`src/rtl/player_motion_pkg.sv`:
```
// Shared types and helpers for the per-fighter motion engine.
// Holds the state encoding, the default velocity width and saturating velocity add.
package player_motion_pkg;

  typedef enum logic [1:0] {
    ST_GROUND = 2'd0,
    ST_AIR    = 2'd1,
    ST_HIT    = 2'd2,
    ST_LAND   = 2'd3
  } motion_state_t;

  localparam int PM_VEL_WIDTH = 6;

  // a + b, capped at lim above and at the most negative code below.
  function automatic logic signed [PM_VEL_WIDTH-1:0] sat_add(
    input logic signed [PM_VEL_WIDTH-1:0] a,
    input logic signed [PM_VEL_WIDTH-1:0] b,
    input logic signed [PM_VEL_WIDTH-1:0] lim
  );
    logic signed [PM_VEL_WIDTH:0] s;
    s = $signed({a[PM_VEL_WIDTH-1], a}) + $signed({b[PM_VEL_WIDTH-1], b});
    if (s > $signed({lim[PM_VEL_WIDTH-1], lim}))
      sat_add = lim;
    else if (s[PM_VEL_WIDTH] != s[PM_VEL_WIDTH-1])
      sat_add = {1'b1, {(PM_VEL_WIDTH-1){1'b0}}};
    else
      sat_add = s[PM_VEL_WIDTH-1:0];
  endfunction

endpackage

```
`src/rtl/player_axis_step.sv`:
```
// One axis of motion: next = pos + vel, pinned into [lo, hi].
// hit flags that the raw sum fell outside the range and was pinned.
module player_axis_step #(
  parameter int POS_WIDTH = 10,
  parameter int VEL_WIDTH = 6
) (
  input  logic                        [POS_WIDTH-1:0] pos,
  input  logic signed                 [VEL_WIDTH-1:0] vel,
  input  logic                        [POS_WIDTH-1:0] lo,
  input  logic                        [POS_WIDTH-1:0] hi,
  output logic                        [POS_WIDTH-1:0] next_pos,
  output logic                                        hit
);

  localparam int SW = POS_WIDTH + 2;

  logic signed [SW-1:0] sum;
  logic signed [SW-1:0] lo_s;
  logic signed [SW-1:0] hi_s;

  // Two guard bits let a negative velocity take the sum below zero without wrapping.
  assign lo_s = $signed({2'b00, lo});
  assign hi_s = $signed({2'b00, hi});
  assign sum  = $signed({2'b00, pos}) + $signed({{(SW-VEL_WIDTH){vel[VEL_WIDTH-1]}}, vel});

  always_comb begin
    next_pos = sum[POS_WIDTH-1:0];
    hit      = 1'b0;
    if (sum < lo_s) begin
      next_pos = lo;
      hit      = 1'b1;
    end else if (sum > hi_s) begin
      next_pos = hi;
      hit      = 1'b1;
    end
  end

endmodule

```
`src/rtl/player_motion.sv`:
```
// Per-fighter motion engine: walking, gravity-integrated jumps, knockback and landing recovery.
// Optional feature: define PLAYER_MOTION_DOUBLE_JUMP_EN to allow one extra jump while airborne.
module player_motion
  import player_motion_pkg::*;
#(
  parameter int POS_WIDTH   = 10,
  parameter int VEL_WIDTH   = PM_VEL_WIDTH,
  parameter int GROUND_Y    = 430,
  parameter int CEIL_Y      = 40,
  parameter int START_X     = 40,
  parameter int MIN_X       = 40,
  parameter int MAX_X       = 600,
  parameter int WALK_SPEED  = 4,
  parameter int AIR_SPEED   = 4,
  parameter int JUMP_VEL    = 10,
  parameter int GRAVITY     = 1,
  parameter int MAX_FALL    = 12,
  parameter int LAND_FRAMES = 4
) (
  input  logic                        clk,
  input  logic                        reset_n,
  input  logic                        SCEN,
  input  logic                        move_enable,
  input  logic                        move_left,
  input  logic                        move_right,
  input  logic                        jump,
  input  logic                        kb_valid,
  input  logic signed [VEL_WIDTH-1:0] kb_vel_x,
  input  logic signed [VEL_WIDTH-1:0] kb_vel_y,
  output logic                        kb_ack,
  input  logic        [POS_WIDTH-1:0] opponent_x,
  output logic        [POS_WIDTH-1:0] pos_x,
  output logic        [POS_WIDTH-1:0] pos_y,
  output logic signed [VEL_WIDTH-1:0] vel_x,
  output logic signed [VEL_WIDTH-1:0] vel_y,
  output logic                        facing_right,
  output logic                  [1:0] state,
  output logic                        move_active,
  output logic                        jump_active,
  output logic                        landed
);

  localparam logic [POS_WIDTH-1:0] GROUND_P = POS_WIDTH'(GROUND_Y);
  localparam logic [POS_WIDTH-1:0] CEIL_P   = POS_WIDTH'(CEIL_Y);
  localparam logic [POS_WIDTH-1:0] START_P  = POS_WIDTH'(START_X);
  localparam logic [POS_WIDTH-1:0] MIN_P    = POS_WIDTH'(MIN_X);
  localparam logic [POS_WIDTH-1:0] MAX_P    = POS_WIDTH'(MAX_X);

  localparam logic signed [VEL_WIDTH-1:0] WALK_V = VEL_WIDTH'(WALK_SPEED);
  localparam logic signed [VEL_WIDTH-1:0] AIR_V  = VEL_WIDTH'(AIR_SPEED);
  localparam logic signed [VEL_WIDTH-1:0] JUMP_V = VEL_WIDTH'(-JUMP_VEL);
  localparam logic signed [VEL_WIDTH-1:0] GRAV_V = VEL_WIDTH'(GRAVITY);
  localparam logic signed [VEL_WIDTH-1:0] FALL_V = VEL_WIDTH'(MAX_FALL);

  localparam int CNT_W = (LAND_FRAMES > 1) ? $clog2(LAND_FRAMES) : 1;
  localparam logic [CNT_W-1:0] CNT_START = CNT_W'((LAND_FRAMES > 0) ? LAND_FRAMES - 1 : 0);

  motion_state_t               state_q, state_n;
  logic        [CNT_W-1:0]     cnt_q, cnt_n;
  logic        [POS_WIDTH-1:0] pos_x_q, pos_x_n, pos_y_q, pos_y_n;
  logic signed [VEL_WIDTH-1:0] vel_x_q, vel_x_n, vel_y_q, vel_y_n;
  logic                        facing_q, facing_n;
  logic                        landed_q, landed_n;
  logic                        jump_q, jump_n;

  logic                        tick, jump_edge, dir_l, dir_r, airborne, touchdown, dj_fire;
  logic signed [VEL_WIDTH-1:0] walk_v, air_v, step_vx;
  logic        [POS_WIDTH-1:0] x_next, y_next;
  logic                        x_hit, y_hit;

  assign tick      = SCEN & move_enable;
  assign jump_edge = jump & ~jump_q;
  assign dir_l     = move_left & ~move_right;
  assign dir_r     = move_right & ~move_left;
  assign walk_v    = dir_r ? WALK_V : (dir_l ? -WALK_V : '0);
  assign air_v     = dir_r ? AIR_V : (dir_l ? -AIR_V : '0);
  assign airborne  = (state_q == ST_AIR) || (state_q == ST_HIT);

  // On the ground the X step uses this frame's walk speed; in flight it uses the locked velocity.
  assign step_vx   = (state_q == ST_GROUND) ? walk_v : vel_x_q;

  player_axis_step #(.POS_WIDTH(POS_WIDTH), .VEL_WIDTH(VEL_WIDTH)) u_axis_x (
    .pos      (pos_x_q),
    .vel      (step_vx),
    .lo       (MIN_P),
    .hi       (MAX_P),
    .next_pos (x_next),
    .hit      (x_hit)
  );

  player_axis_step #(.POS_WIDTH(POS_WIDTH), .VEL_WIDTH(VEL_WIDTH)) u_axis_y (
    .pos      (pos_y_q),
    .vel      (vel_y_q),
    .lo       (CEIL_P),
    .hi       (GROUND_P),
    .next_pos (y_next),
    .hit      (y_hit)
  );

  // The Y step is pinned at the floor, so reaching it exactly is the touchdown test.
  assign touchdown = tick & airborne & ~kb_valid & ~dj_fire & (y_next == GROUND_P);

`ifdef PLAYER_MOTION_DOUBLE_JUMP_EN
  logic dj_avail_q;

  assign dj_fire = tick & ~kb_valid & (state_q == ST_AIR) & jump_edge & dj_avail_q;

  // One mid-air jump per flight, re-armed whenever the fighter lands.
  always_ff @(posedge clk or negedge reset_n) begin
    if (!reset_n)
      dj_avail_q <= 1'b1;
    else if (touchdown)
      dj_avail_q <= 1'b1;
    else if (dj_fire)
      dj_avail_q <= 1'b0;
  end
`else
  assign dj_fire = 1'b0;
`endif

  always_comb begin
    state_n  = state_q;
    cnt_n    = cnt_q;
    pos_x_n  = pos_x_q;
    pos_y_n  = pos_y_q;
    vel_x_n  = vel_x_q;
    vel_y_n  = vel_y_q;
    facing_n = facing_q;
    jump_n   = jump_q;
    landed_n = 1'b0;

    if (tick) begin
      jump_n = jump;

      if (((state_q == ST_GROUND) || (state_q == ST_LAND)) && (pos_x_q != opponent_x))
        facing_n = (pos_x_q < opponent_x);

      if (kb_valid) begin
        vel_x_n = kb_vel_x;
        vel_y_n = kb_vel_y;
        state_n = ST_HIT;
      end else begin
        case (state_q)
          ST_GROUND: begin
            if (jump_edge) begin
              vel_y_n = JUMP_V;
              vel_x_n = air_v;
              state_n = ST_AIR;
            end else begin
              pos_x_n = x_next;
              vel_x_n = x_hit ? '0 : walk_v;
            end
          end

          ST_AIR, ST_HIT: begin
            if (dj_fire) begin
              vel_y_n = JUMP_V;
              vel_x_n = air_v;
            end else begin
              pos_x_n = x_next;
              pos_y_n = y_next;
              vel_x_n = x_hit ? '0 : vel_x_q;
              vel_y_n = y_hit ? '0 : sat_add(vel_y_q, GRAV_V, FALL_V);
              if (touchdown) begin
                pos_y_n  = GROUND_P;
                vel_x_n  = '0;
                vel_y_n  = '0;
                landed_n = 1'b1;
                if (LAND_FRAMES == 0) begin
                  state_n = ST_GROUND;
                end else begin
                  state_n = ST_LAND;
                  cnt_n   = CNT_START;
                end
              end
            end
          end

          ST_LAND: begin
            if (cnt_q == '0)
              state_n = ST_GROUND;
            else
              cnt_n = cnt_q - 1'b1;
          end

          default: state_n = ST_GROUND;
        endcase
      end
    end
  end

  always_ff @(posedge clk or negedge reset_n) begin
    if (!reset_n) begin
      state_q  <= ST_GROUND;
      cnt_q    <= '0;
      pos_x_q  <= START_P;
      pos_y_q  <= GROUND_P;
      vel_x_q  <= '0;
      vel_y_q  <= '0;
      facing_q <= 1'b1;
      landed_q <= 1'b0;
      jump_q   <= 1'b0;
    end else begin
      state_q  <= state_n;
      cnt_q    <= cnt_n;
      pos_x_q  <= pos_x_n;
      pos_y_q  <= pos_y_n;
      vel_x_q  <= vel_x_n;
      vel_y_q  <= vel_y_n;
      facing_q <= facing_n;
      landed_q <= landed_n;
      jump_q   <= jump_n;
    end
  end

  // Acknowledge in the same cycle so the hit logic drops kb_valid before the next tick.
  assign kb_ack       = tick & kb_valid;
  assign pos_x        = pos_x_q;
  assign pos_y        = pos_y_q;
  assign vel_x        = vel_x_q;
  assign vel_y        = vel_y_q;
  assign facing_right = facing_q;
  assign state        = state_q;
  assign jump_active  = airborne;
  assign move_active  = (vel_x_q != '0) | airborne;
  assign landed       = landed_q;

endmodule

```
`config.mk`:
```
export PLATFORM = sky130hd
export DESIGN_NAME = player_motion
export DESIGN_NICKNAME = d
export VERILOG_FILES = /design/src/rtl/player_motion_pkg.sv /design/src/rtl/player_axis_step.sv /design/src/rtl/player_motion.sv
export SDC_FILE = /design/constraint.sdc
export NUM_CORES = 1
export LEC_CHECK = 0
export ABC_AREA = 1
export BUFFER_PORTS_ARGS = -buffer_cell sky130_fd_sc_hd__buf_2
export CAP_MARGIN = 5
export CORE_MARGIN = 2
export CORE_UTILIZATION = 43
export CTS_BUF_LIST = sky130_fd_sc_hd__clkbuf_8
export DETAILED_ROUTE_END_ITERATION = 10
export GPL_TIMING_DRIVEN = 0
export PLACE_DENSITY_LB_ADDON = 0.15
export SYNTH_ARGS = -nofsm -noshare
export SYNTH_HDL_FRONTEND = slang
export SYNTH_SLANG_ARGS = --single-unit
```
`constraint.sdc`:
```
create_clock -name clk -period 4.11 [get_ports clk]
set_input_delay 0.822 -clock clk [delete_from_list [all_inputs] [get_ports clk]]
set_output_delay 0.822 -clock clk [all_outputs]
set_load 0.05 [all_outputs]
```
## After elaboration in Yosys (flattened, before gate mapping)

Cells that the tools add are included.

| cells by class | value |
|---|---|
| add/subtract/negate cells | 4 |
| $lt $le $gt $ge | 6 |
| equality and inequality tests | 13 |
| multiplexer cells | 38 |
| bitwise logic cells | 13 |
| reductions and logical operators | 17 |

Operators by type and width:

| cell | count |
|---|---|
| $mux 6 | 14 |
| $mux 10 | 6 |
| $add 11x6->12 | 2 |
| $lt 12x7->1 const B | 2 |
| $pmux 6 s2 | 2 |
| $pmux 10 s2 | 1 |
| $gt 12x10->1 const B | 1 |
| $gt 12x11->1 const B | 1 |
| $eq 10x9->1 const B | 1 |
| $lt 10x10->1 | 1 |
| $mux 2 | 5 |
| $ne 10x10->1 | 1 |
| $reduce_and 3->1 | 3 |
| $and 1x1->1 | 8 |
| $mux 1 | 8 |
| $reduce_and 4->1 | 2 |
| $add 6x2->7 const B | 1 |
| $gt 7x5->1 const B | 1 |
| $ne 2x2->1 const B | 3 |
| $ne 3x3->1 const B | 2 |
| $pmux 2 s3 | 1 |
| $reduce_bool 6->1 | 1 |
| $reduce_and 5->1 | 1 |
| $eq 2x2->1 const B | 2 |
| 15 further kinds | 21 |

| word-level totals | value |
|---|---|
| register bits after elaboration | 39 |
| logic and storage cells | 100 |

## Depth between registers and ports, before layout

Gate-level depths: netlist of run 1.

| logic depth | value |
|---|---|
| depth in word-level cells | 13 |
| gate-level depth with buffers | 24 |

## Hierarchy

From an unflattened synthesis of run 1, not the netlist that was laid out.

| second synthesis, totals | value |
|---|---|
| cell total of the unflattened synthesis | 777 |
| area, all modules | 5210.0 µm² |

Modules (own cells, without submodules):

| module | instances | cells each | area each (µm²) | seq. area each (µm²) |
|---|---|---|---|---|
| player_motion | 1 | 305 | 2462.4 | 987.2 |
| player_axis_step (u_axis_x) | 1 | 237 | 1421.4 | 0.0 |
| player_axis_step (u_axis_y) | 1 | 235 | 1326.3 | 0.0 |

## Worst setup path after synthesis of run 1

No wires, ideal clock.

| timing path | value |
|---|---|
| path type | reg-to-reg |
| start point | register state_q[0], in the netlist state[0] |
| end point | register vel_x_q[2], in the netlist vel_x[2] |
| arrival time | 3173 ps |
| required time | 4044 ps |
| setup slack | 871 ps |
| cell stages (with the launch flop) | 22 |
| period minus slack after synthesis | 3239 ps |
| cells stage by stage | dfrtp_1 inv_1 ha_1 inv_2 nor2_2 a21oi_2 ha_1 a21oi_1 inv_1 a21oi_1 nand3_1 nand2_1 nand2_1 inv_2 nand2_1 nand2_4 nand4_4 nor2_4 nand3_4 nand2_4 nand2_1 nand2_1 |

| on the way | value |
|---|---|
| word-level cells in the longest chain between the ends | 10 |

Ends and longest elaborated chain:

| what | RTL line | text |
|---|---|---|
| from (decl) | player_motion.sv:58 | `motion_state_t state_q, state_n;` |
| from (signal assigned) | player_motion.sv:204 | `state_q <= state_n;` |
| $logic_not 2->1 | player_motion.sv:80, player_motion.sv:143 |  |
| $mux 6 | player_motion.sv:80 | `assign step_vx = (state_q == ST_GROUND) ? walk_v : vel_x_q;` |
| $add 11x6->12 | player_axis_step.sv:24 | `assign sum = $signed({2'b00, pos}) + $signed({{(SW-VEL_WIDTH){vel[VEL_WIDTH-1]}}, vel});` |
| $gt 12x11->1 | player_axis_step.sv:32 | `end else if (sum > hi_s) begin` |
| $mux 1 | player_axis_step.sv:32 |  |
| $mux 1 | player_axis_step.sv:29 | `if (sum < lo_s) begin` |
| $mux 6 | player_motion.sv:151 | `vel_x_n = x_hit ? '0 : walk_v;` |
| $mux 6 | player_motion.sv:145 | `if (jump_edge) begin` |
| $pmux 6 s2 | player_motion.sv:143 | `case (state_q)` |
| $mux 6 | player_motion.sv:138 | `if (kb_valid) begin` |
| to (signal assigned) | player_motion.sv:208 | `vel_x_q <= vel_x_n;` |
| to (decl) | player_motion.sv:61 | `logic signed [VEL_WIDTH-1:0] vel_x_q, vel_x_n, vel_y_q, vel_y_n;` |

Several ways; a longest one is shown, not always the timed one.
A chain may end at the register's enable or synchronous reset.

## Worst setup path after layout of run 1

| timing path | value |
|---|---|
| start point | register state_q[0], in the netlist state[0] |
| end point | register vel_x_q[4], in the netlist vel_x[4] |

The elaborated chain is that of the path after synthesis.

==> results of run 1 <==
## logic make-up after synthesis
| group | after synthesis |
|---|---|
| xor gates and xnor gates | 11 |
| buffers and inverters | 88 |
| adders and majority gates | 41 |
| and+or+nand+nor | 321 |
| AOI/OAI and AO/OA | 67 |
| DFF | 39 |
## area by class of cell
cell class	instances	share of cell area (%)
Buffer	4	0.337
Clock buffer	6	1.85
Clock inverter	2	0.786
Inverter	84	7.07
Multi-Input combinational cell	440	57.3
Sequential cell	39	22.1
Tap cell	108	3.03
Timing Repair Buffer	67	7.52
## flip-flops by register name (all words and copies together) (netlist names)
name and cells:
cnt_q 2, pos_x 10, vel_x 6, state 2, landed 1, facing_right 1, vel_y 6, jump_q 1
pos_y 10
## cell usage in the layout (no fill, tap or decap), drive strengths merged
cell and n:
a211oi 2, inv 84, ha 39, fa 2
xnor2 5, dfrtp 30, bufinv 1, clkinv 1
nor4 1, nand3 47, a22oi 2, dfstp 9
o21a 2, a21o 1, o22ai 1, o21bai 2
o41ai 2, clkbuf 9, o21ai 17, and2 1
nor3 6, nand3b 8, a2bb2oi 2, xor2 6
nor2 60, buf 68, nand2 177, o31ai 5
o211ai 1, nand4 21, a31oi 1, a21oi 29
## worst paths after layout
kind                       slack, ns        to  depth (start not counted)
setup / recovery                0.61  vel_x[4]                         19
setup reg to reg                0.61  vel_x[4]                         19
hold / removal                  0.49  pos_y[5]                          2
min in group asynchronous       0.65  pos_x[9]                          1
hold reg to reg                 0.49  pos_y[5]                          2
max in group asynchronous       2.89  vel_x[3]                          1
## layer usage
layer,track usage [%],part of all wire [%]
met5,0,0
met3,3.12,4.6
met4,4.85,1.1
met2,35.1,47
met1,29.9,48
## metrics by stage
step | hold WS, ns | cells | setup slack [ns] | utilization [%] | cell area [µm²]
2_1_floorplan | 0.454 | 567 | 0.871 | - | 3870
3_3_place_gp | 0.467 | 742 | 0.506 | 49.8 | 4340
3_5_place_dp | 0.476 | 742 | 0.423 | 49.8 | 4340
4_1_cts | 0.490 | 750 | 0.626 | 51.1 | 4460
5_1_grt | 0.502 | 750 | 0.236 | 51.1 | 4460
6_report | 0.491 | 750 | 0.609 | 51.1 | 4460
## critical path: stages, from the launching register on
cell,delay [ns]
dfrtp_1,0.42
inv_1,0.07
ha_1,0.32
inv_2,0.12
a21oi_2,0.49
ha_1,0.40
a21oi_1,0.20
inv_1,0.09
a21oi_1,0.17
nand2_1,0.08
nand2_1,0.05
nand2_1,0.08
nand2_1,0.11
nor2_1,0.06
nand2_1,0.11
nand4_4,0.14
nor2_4,0.14
nand3_4,0.13
nand3_1,0.14
nand2_1,0.06
==> reports/summary.txt, run 1 <==
initial core utilization -> 44.4%
Cells after Synth -> 567
top-count cell post-synth -> nand2_1
vias per inst -> 5.21
status -> finished clean
mean area per synthesized cell -> 6.83 µm²
Post-Synth Simple-Gate Area -> 38.5%
top cell type's share of synthesized area -> 19.4%
main combinational cell family by area after synthesis -> simple AND/OR/NAND/NOR gates
clock-pin slew on the worst setup and hold paths -> 0.09 ns
Synth Area in Compound Gates -> 10.9%
Clock Latency Late Sink -> 0.30 ns
Yosys reg bits -> 39
EDFF count, synth -> 0
reg2reg start -> state[0]
DRC Markers -> 0
die outline height -> 98.9 µm
HP Class -> reg2reg
crit share post-route -> 85.2%
DR vias -> 3,910
antenna violations before repair -> 0
die width -> 98.9 µm
Synth area leader -> dfrtp_1
Mapped Area -> 3870 µm²
# port buffers -> 67
multi-input logic area -> 2550 µm²
TritonCTS clock tree -> done
critical path launch point -> state[0]
min-delay src -> pos_y[5]
Max-Cap Viols -> 0
multiplexer area fraction after synthesis -> 0%
crit path kind -> reg2reg
post-CTS setup buffer count -> 0
worst clock skew -> 0.0124 ns
first-pass GRT wire length -> 17.2 mm
H-tree levels -> 2
Ys Warns -> 0
DR iter-0 viols -> 150
worst-margin pin slew -> 0.917 ns
root buffer cell -> clkbuf_8
die area -> 9780 µm²
final net count -> 712
min cycle time layout -> 3.50 ns
xor and xnor area share after synthesis -> 2.88%
vias in the first global route -> 3,692
Seq/Total Area, Yosys -> 25.5%
P&R area growth vs syn -> 15.2%
synth top area cells -> dfrtp_1 (19%), nand2_1 (16%), ha_1 (13%)
IO Pins -> 69
post-DP HPWL -> 8.29 mm
Post-Route WL -> 10.2 mm
required time worst endpoint -> 4.30 ns
Fillers -> 908
Setup-failing EPs final -> 0
crit path DAT -> 3.69 ns
Syn Nets -> 638
CTS Hold Buffers Added -> 0
antenna viol nets, final -> 0
Max Buffers Root-to-Sink -> 2
CTS Buf Count -> 5
Cell variety after synth -> 43
TNS Setup -> 0 ns
startpoint type of the worst setup path -> flip-flop
Fmax achieved -> 286 MHz
relative slew slack -> 38.9%
Slew Viols, Final -> 0
FP Rows -> 34
Post-Synth Adder-Cell Area -> 13.6%
Worst setup EP type -> flip-flop
final hold vios -> 0
ys flop type -> dfrtp_1
Clock Sink Count -> 39
synth cell count leaders -> nand2_1 (168), inv_1 (75), nor2_1 (54)
post-synthesis async set-or-reset flop share -> 100%
largest net degree at the start of global routing -> 40
layout cells sized above 1 -> 19.6%
CTS resizes -> 0
DRT Pass-1 Iters -> 5
ant diodes -> 0
Max FO, Critical Path -> 8
total track usage -> 21.4%
Core Region -> 8720 µm²
RD Place Congestion -> 0.887
gr ovfl total -> 0
RSZ-0062 raised after global routing -> false
FF/Latch Area -> 987 µm²
wire length per cell -> 13.6 µm
Power of run 1 is left out: the tool's default activity adds up to more than one toggle a clock period on the data nets, which glitch-free logic cannot reach.
==> run 2: changes to the inputs <==
--- a/config.mk
+++ b/config.mk
@@ -8,8 +8,10 @@
 export ABC_AREA = 1
 export BUFFER_PORTS_ARGS = -buffer_cell sky130_fd_sc_hd__buf_2
 export CAP_MARGIN = 5
+export CELL_PAD_IN_SITES_DETAIL_PLACEMENT = 1
+export CELL_PAD_IN_SITES_GLOBAL_PLACEMENT = 2
 export CORE_MARGIN = 2
-export CORE_UTILIZATION = 43
+export CORE_UTILIZATION = 32
 export CTS_BUF_LIST = sky130_fd_sc_hd__clkbuf_8
 export DETAILED_ROUTE_END_ITERATION = 10
 export GPL_TIMING_DRIVEN = 0
==> run 2 against run 1 <==
Via count shrank 0.49%. Critical path depth grew 2. Final area grew 0.67%. Core utilization shrank 13 points. Fmax grew 1.1%. Global-route usage shrank 2.3 points. Critical endpoint is now pos_x[0]. Wire length grew 15%. Sequential cell count is the same.
==> reports/summary.txt, run 2 (synthesis results as in run 1) <==
vias in the first global route -> 4,013
die outline height -> 114 µm
IO Pins -> 69
layout cells sized above 1 -> 19.6%
Setup-failing EPs final -> 0
Fillers -> 1,597
crit share post-route -> 84.2%
first-pass GRT wire length -> 19.9 mm
critical path launch point -> state[0]
TNS Setup -> 0 ns
WP depth -> 21
TritonCTS clock tree -> done
FP Rows -> 40
worst-margin pin slew -> 0.952 ns
Min Hold Slack -> 0.487 ns
min cycle time layout -> 3.46 ns
final net count -> 712
antenna violations before repair -> 0
status -> finished clean
required time worst endpoint -> 4.31 ns
CTS Buf Count -> 5
crit-path max cell delay -> 0.47 ns
total track usage -> 19.1%
RD Place Congestion -> 0.822
initial core utilization -> 32.5%
# port buffers -> 67
commonest cells after routing, fill and taps aside -> nand2_1 (168), inv_1 (75), buf_2 (67), nor2_1 (54), nand3_1 (42)
RSZ-0062 raised after global routing -> false
Fmax achieved -> 289 MHz
Slew Viols, Final -> 0
worst clock skew -> 0.0117 ns
wire length per cell -> 15.0 µm
Crit path max-delay family -> compound AO/OA/AOI/OAI gates
DR iter-0 viols -> 150
slowest CP cell -> a21oi_2
clock-pin slew on the worst setup and hold paths -> 0.09 ns
H-tree levels -> 2
largest net degree at the start of global routing -> 40
crit path kind -> reg2reg
Core Region -> 11,900 µm²
CP Cell Sequence -> inv_1 -> ha_1 -> inv_2 -> a21oi_2 -> ha_1 -> a21oi_1 -> inv_1 -> a21oi_1 -> nand2_1 -> nand2_1 -> nand2_1 -> nand2_1 -> inv_2 -> nand2_1 -> nand2_4 -> nand2_1 -> nand2_1 -> inv_2 -> nor2_4 -> inv_2 -> o22ai_2
ant diodes -> 0
die width -> 114 µm
Worst setup EP type -> flip-flop
DRC Markers -> 0
Max FO, Critical Path -> 8
Critical Path End -> pos_x[0]
final hold vios -> 0
DR vias -> 3,891
HP Class -> reg2reg
commonest non-fill, non-tap cell in the layout -> nand2_1
reg2reg start -> state[0]
Post-Route WL -> 11.8 mm
CTS Hold Buffers Added -> 0
Max Buffers Root-to-Sink -> 2
worst r2r path cells -> 21
post-DP HPWL -> 9.94 mm
post-CTS setup buffer count -> 0
DRT Pass-1 Iters -> 4
gr ovfl total -> 0
relative slew slack -> 36.5%
root buffer cell -> clkbuf_8
Clock Latency Late Sink -> 0.31 ns
crit path DAT -> 3.66 ns
CTS resizes -> 0
die area -> 13,000 µm²
antenna viol nets, final -> 0
P&R area growth vs syn -> 16.0%
Max-Cap Viols -> 0
Clock Sink Count -> 39
startpoint type of the worst setup path -> flip-flop
r2r setup slk -> 0.65 ns
WP buf/inv -> 6
vias per inst -> 4.93
cell mode on critical path -> nand2_1
Worst R2R End -> pos_x[0]
-- run 2: final cells by class --
type,instances,area (µm²),share of cell area [%]
Buffer,4,15.0,0.334
Clock buffer,6,82.6,1.84
Clock inverter,2,16.3,0.362
Inverter,84,315,7.02
Multi-Input combinational cell,440,2550,56.9
Sequential cell,39,987,22.0
Tap cell,147,184,4.10
Timing Repair Buffer,67,335,7.47
-- run 2: how the worst min path moves through the flow --
stage	depth (start not counted)	start	endpoint	slack [ns]
global placement	2	jump_q	jump_q	0.47
floorplan	2	jump_q	jump_q	0.45
CTS	2	facing_right	facing_right	0.49
global route	2	pos_y[7]	pos_y[7]	0.51
detailed placement	2	facing_right	facing_right	0.48
finish	2	facing_right	facing_right	0.49
-- run 2: per-layer routing --
metal | global-route usage (%) | vias to the layer above | share of wire (%)
li1 | - | 2005 | -
met1 | 26.6 | 1831 | 50
met2 | 31.8 | 48 | 47
met3 | 2.60 | 7 | 2.7
met4 | 3.66 | 0 | 0.77
met5 | 0 | - | 0
-- run 2: worst min-delay path, stage by stage, from the launching register on --
cell	delay, ns
dfstp_2	0.38
nand2_1	0.06
o41ai_1	0.06
-- run 2: metrics by stage --
stage / cell area [µm²] / util [%] / setup slack [ns] / cells
2_1_floorplan: 3870 / - / 0.871 / 567
3_3_place_gp: 4390 / 36.9 / 0.426 / 781
3_5_place_dp: 4390 / 36.9 / 0.385 / 781
4_1_cts: 4490 / 37.7 / 0.622 / 789
5_1_grt: 4490 / 37.7 / 0.247 / 789
6_report: 4490 / 37.7 / 0.648 / 789
Power of run 2 is left out for the same reason.
==> run 3: changes to the inputs <==
==> constraint.sdc (replaced) <==
create_clock -name clk -period 3.2 [get_ports clk]
set_input_delay 0.64 -clock clk [delete_from_list [all_inputs] [get_ports clk]]
set_output_delay 0.64 -clock clk [all_outputs]
set_load 0.05 [all_outputs]
==> run 3 against run 2 <==
Critical path depth is 4 lower. Non-clock buffer count rose by 6. Global-route usage grew 0.28 points. Die area is the same. First-iteration DRC count shrank 22%.
==> reports/summary.txt, run 3 (synthesis results as in run 1) <==
status -> finished clean
Core Region -> 11,900 µm²
Setup-failing EPs final -> 0
Min Hold Slack -> 0.470 ns
initial core utilization -> 32.5%
crit path kind -> reg2reg
Clock Latency Late Sink -> 0.31 ns
worst-margin pin slew -> 0.947 ns
Max FO, Critical Path -> 7
CTS Hold Buffers Added -> 0
Worst setup EP type -> flip-flop
antenna violations before repair -> 0
clock-pin slew on the worst setup and hold paths -> 0.09 ns
CTS Buf Count -> 5
HP Class -> in2async
relative slew slack -> 36.9%
slowest CP cell -> dfrtp_2
final net count -> 718
FP Rows -> 40
worst r2r path cells -> 17
DRT Pass-1 Iters -> 4
# port buffers -> 67
P&R area growth vs syn -> 23.0%
die width -> 114 µm
layout cells sized above 1 -> 25.6%
design area -> 4760 µm²
largest net degree at the start of global routing -> 40
commonest non-fill, non-tap cell in the layout -> nand2_1
Slew Viols, Final -> 0
root buffer cell -> clkbuf_8
Cell Count, Final, Fillers Out -> 795
DR iter-0 viols -> 117
vias in the first global route -> 4,004
commonest cells after routing, fill and taps aside -> nand2_1 (162), inv_1 (72), buf_2 (67), nor2_1 (52), nand3_1 (41)
RD Place Congestion -> 0.805
Placed Cells -> 781
IO Pins -> 69
Max-Cap Viols -> 0
Fmax achieved -> 333 MHz
DRC Markers -> 0
antenna viol nets, final -> 0
worst clock skew -> 0.00767 ns
crit-path max cell delay -> 0.45 ns
CP Cell Sequence -> inv_2 -> ha_4 -> inv_4 -> nor2_4 -> a21oi_4 -> buf_12 -> ha_2 -> a21oi_2 -> inv_1 -> a21oi_1 -> o211ai_1 -> xnor2_2 -> buf_4 -> nand3_1 -> nor2_4 -> inv_4 -> o21ai_2
required time worst endpoint -> 3.44 ns
Fillers -> 1,571
post-DP HPWL -> 9.87 mm
die outline height -> 114 µm
first-pass GRT wire length -> 20.1 mm
Clock Sink Count -> 39
total track usage -> 19.3%
vias per inst -> 4.92
final hold vios -> 0
min cycle time layout -> 3.00 ns
die area -> 13,000 µm²
DR vias -> 3,911
gr ovfl total -> 0
crit path DAT -> 3.24 ns
Max Buffers Root-to-Sink -> 2
TritonCTS clock tree -> done
H-tree levels -> 2
crit share post-route -> 93.8%
placed cell areas -> 4390 µm²
wire length per cell -> 15.3 µm
startpoint type of the worst setup path -> flip-flop
ant diodes -> 0
Post-Route WL -> 12.1 mm
==> run 3: path summary, 6_finish.rpt <==
path                                end         start  slack [ns]
setup / recovery               pos_x[2]      state[0]        0.20
hold / removal                 pos_x[7]       reset_n        0.47
max in group asynchronous      state[0]       reset_n        2.07
min in group clk           facing_right  facing_right        0.48
setup reg to reg               pos_x[2]      state[0]        0.20
hold reg to reg            facing_right  facing_right        0.48
==> run 3: what timing repair did <==
action / in CTS / in global routing
setup buffers: 3 / 3
endpoints found under the setup margin: 16 / 16
gates resized for setup: 9 / 35
pin swaps: 2 / 14
==> run 3: final cells by class <==
cell class	instances	area [µm²]	area share [%]
Sequential cell	39	990	20.8
Clock buffer	6	82.6	1.73
Multi-Input combinational cell	440	2760	58.0
Buffer	4	15.0	0.315
Timing Repair Buffer	73	393	8.25
Tap cell	147	184	3.86
Clock inverter	2	16.3	0.342
Inverter	84	320	6.73
==> run 3: worst max-delay path: cells and delay by family, from the launching register on <==
kind	cells	cell delay (ns)
flops	1	0.45
compound gates	5	0.66
fa+ha+maj	2	0.47
simple gates	3	0.48
buf+inv	6	0.58
xor+xnor	1	0.27
==> run 3: metrics by stage <==
step	setup TNS (ns)	util, %	setup slack, ns
floorplan	0	-	0.107
global placement	-4.58	36.9	-0.356
detailed placement	-5.16	36.9	-0.380
CTS	0	38.5	0.0159
global route	-0.0277	40.0	-0.0162
finish	0	40.0	0.199
==> run 3: routing by layer <==
metal / global-route usage [%] / wire length, µm / vias to the layer above
met4: 3.09 / 93 / 0
met5: 0 / 0 / -
met1: 27.1 / 6100 / 1849
met3: 3.03 / 308 / 7
li1: - / - / 2008
met2: 32.1 / 5630 / 47
Power of run 3 is left out for the same reason.
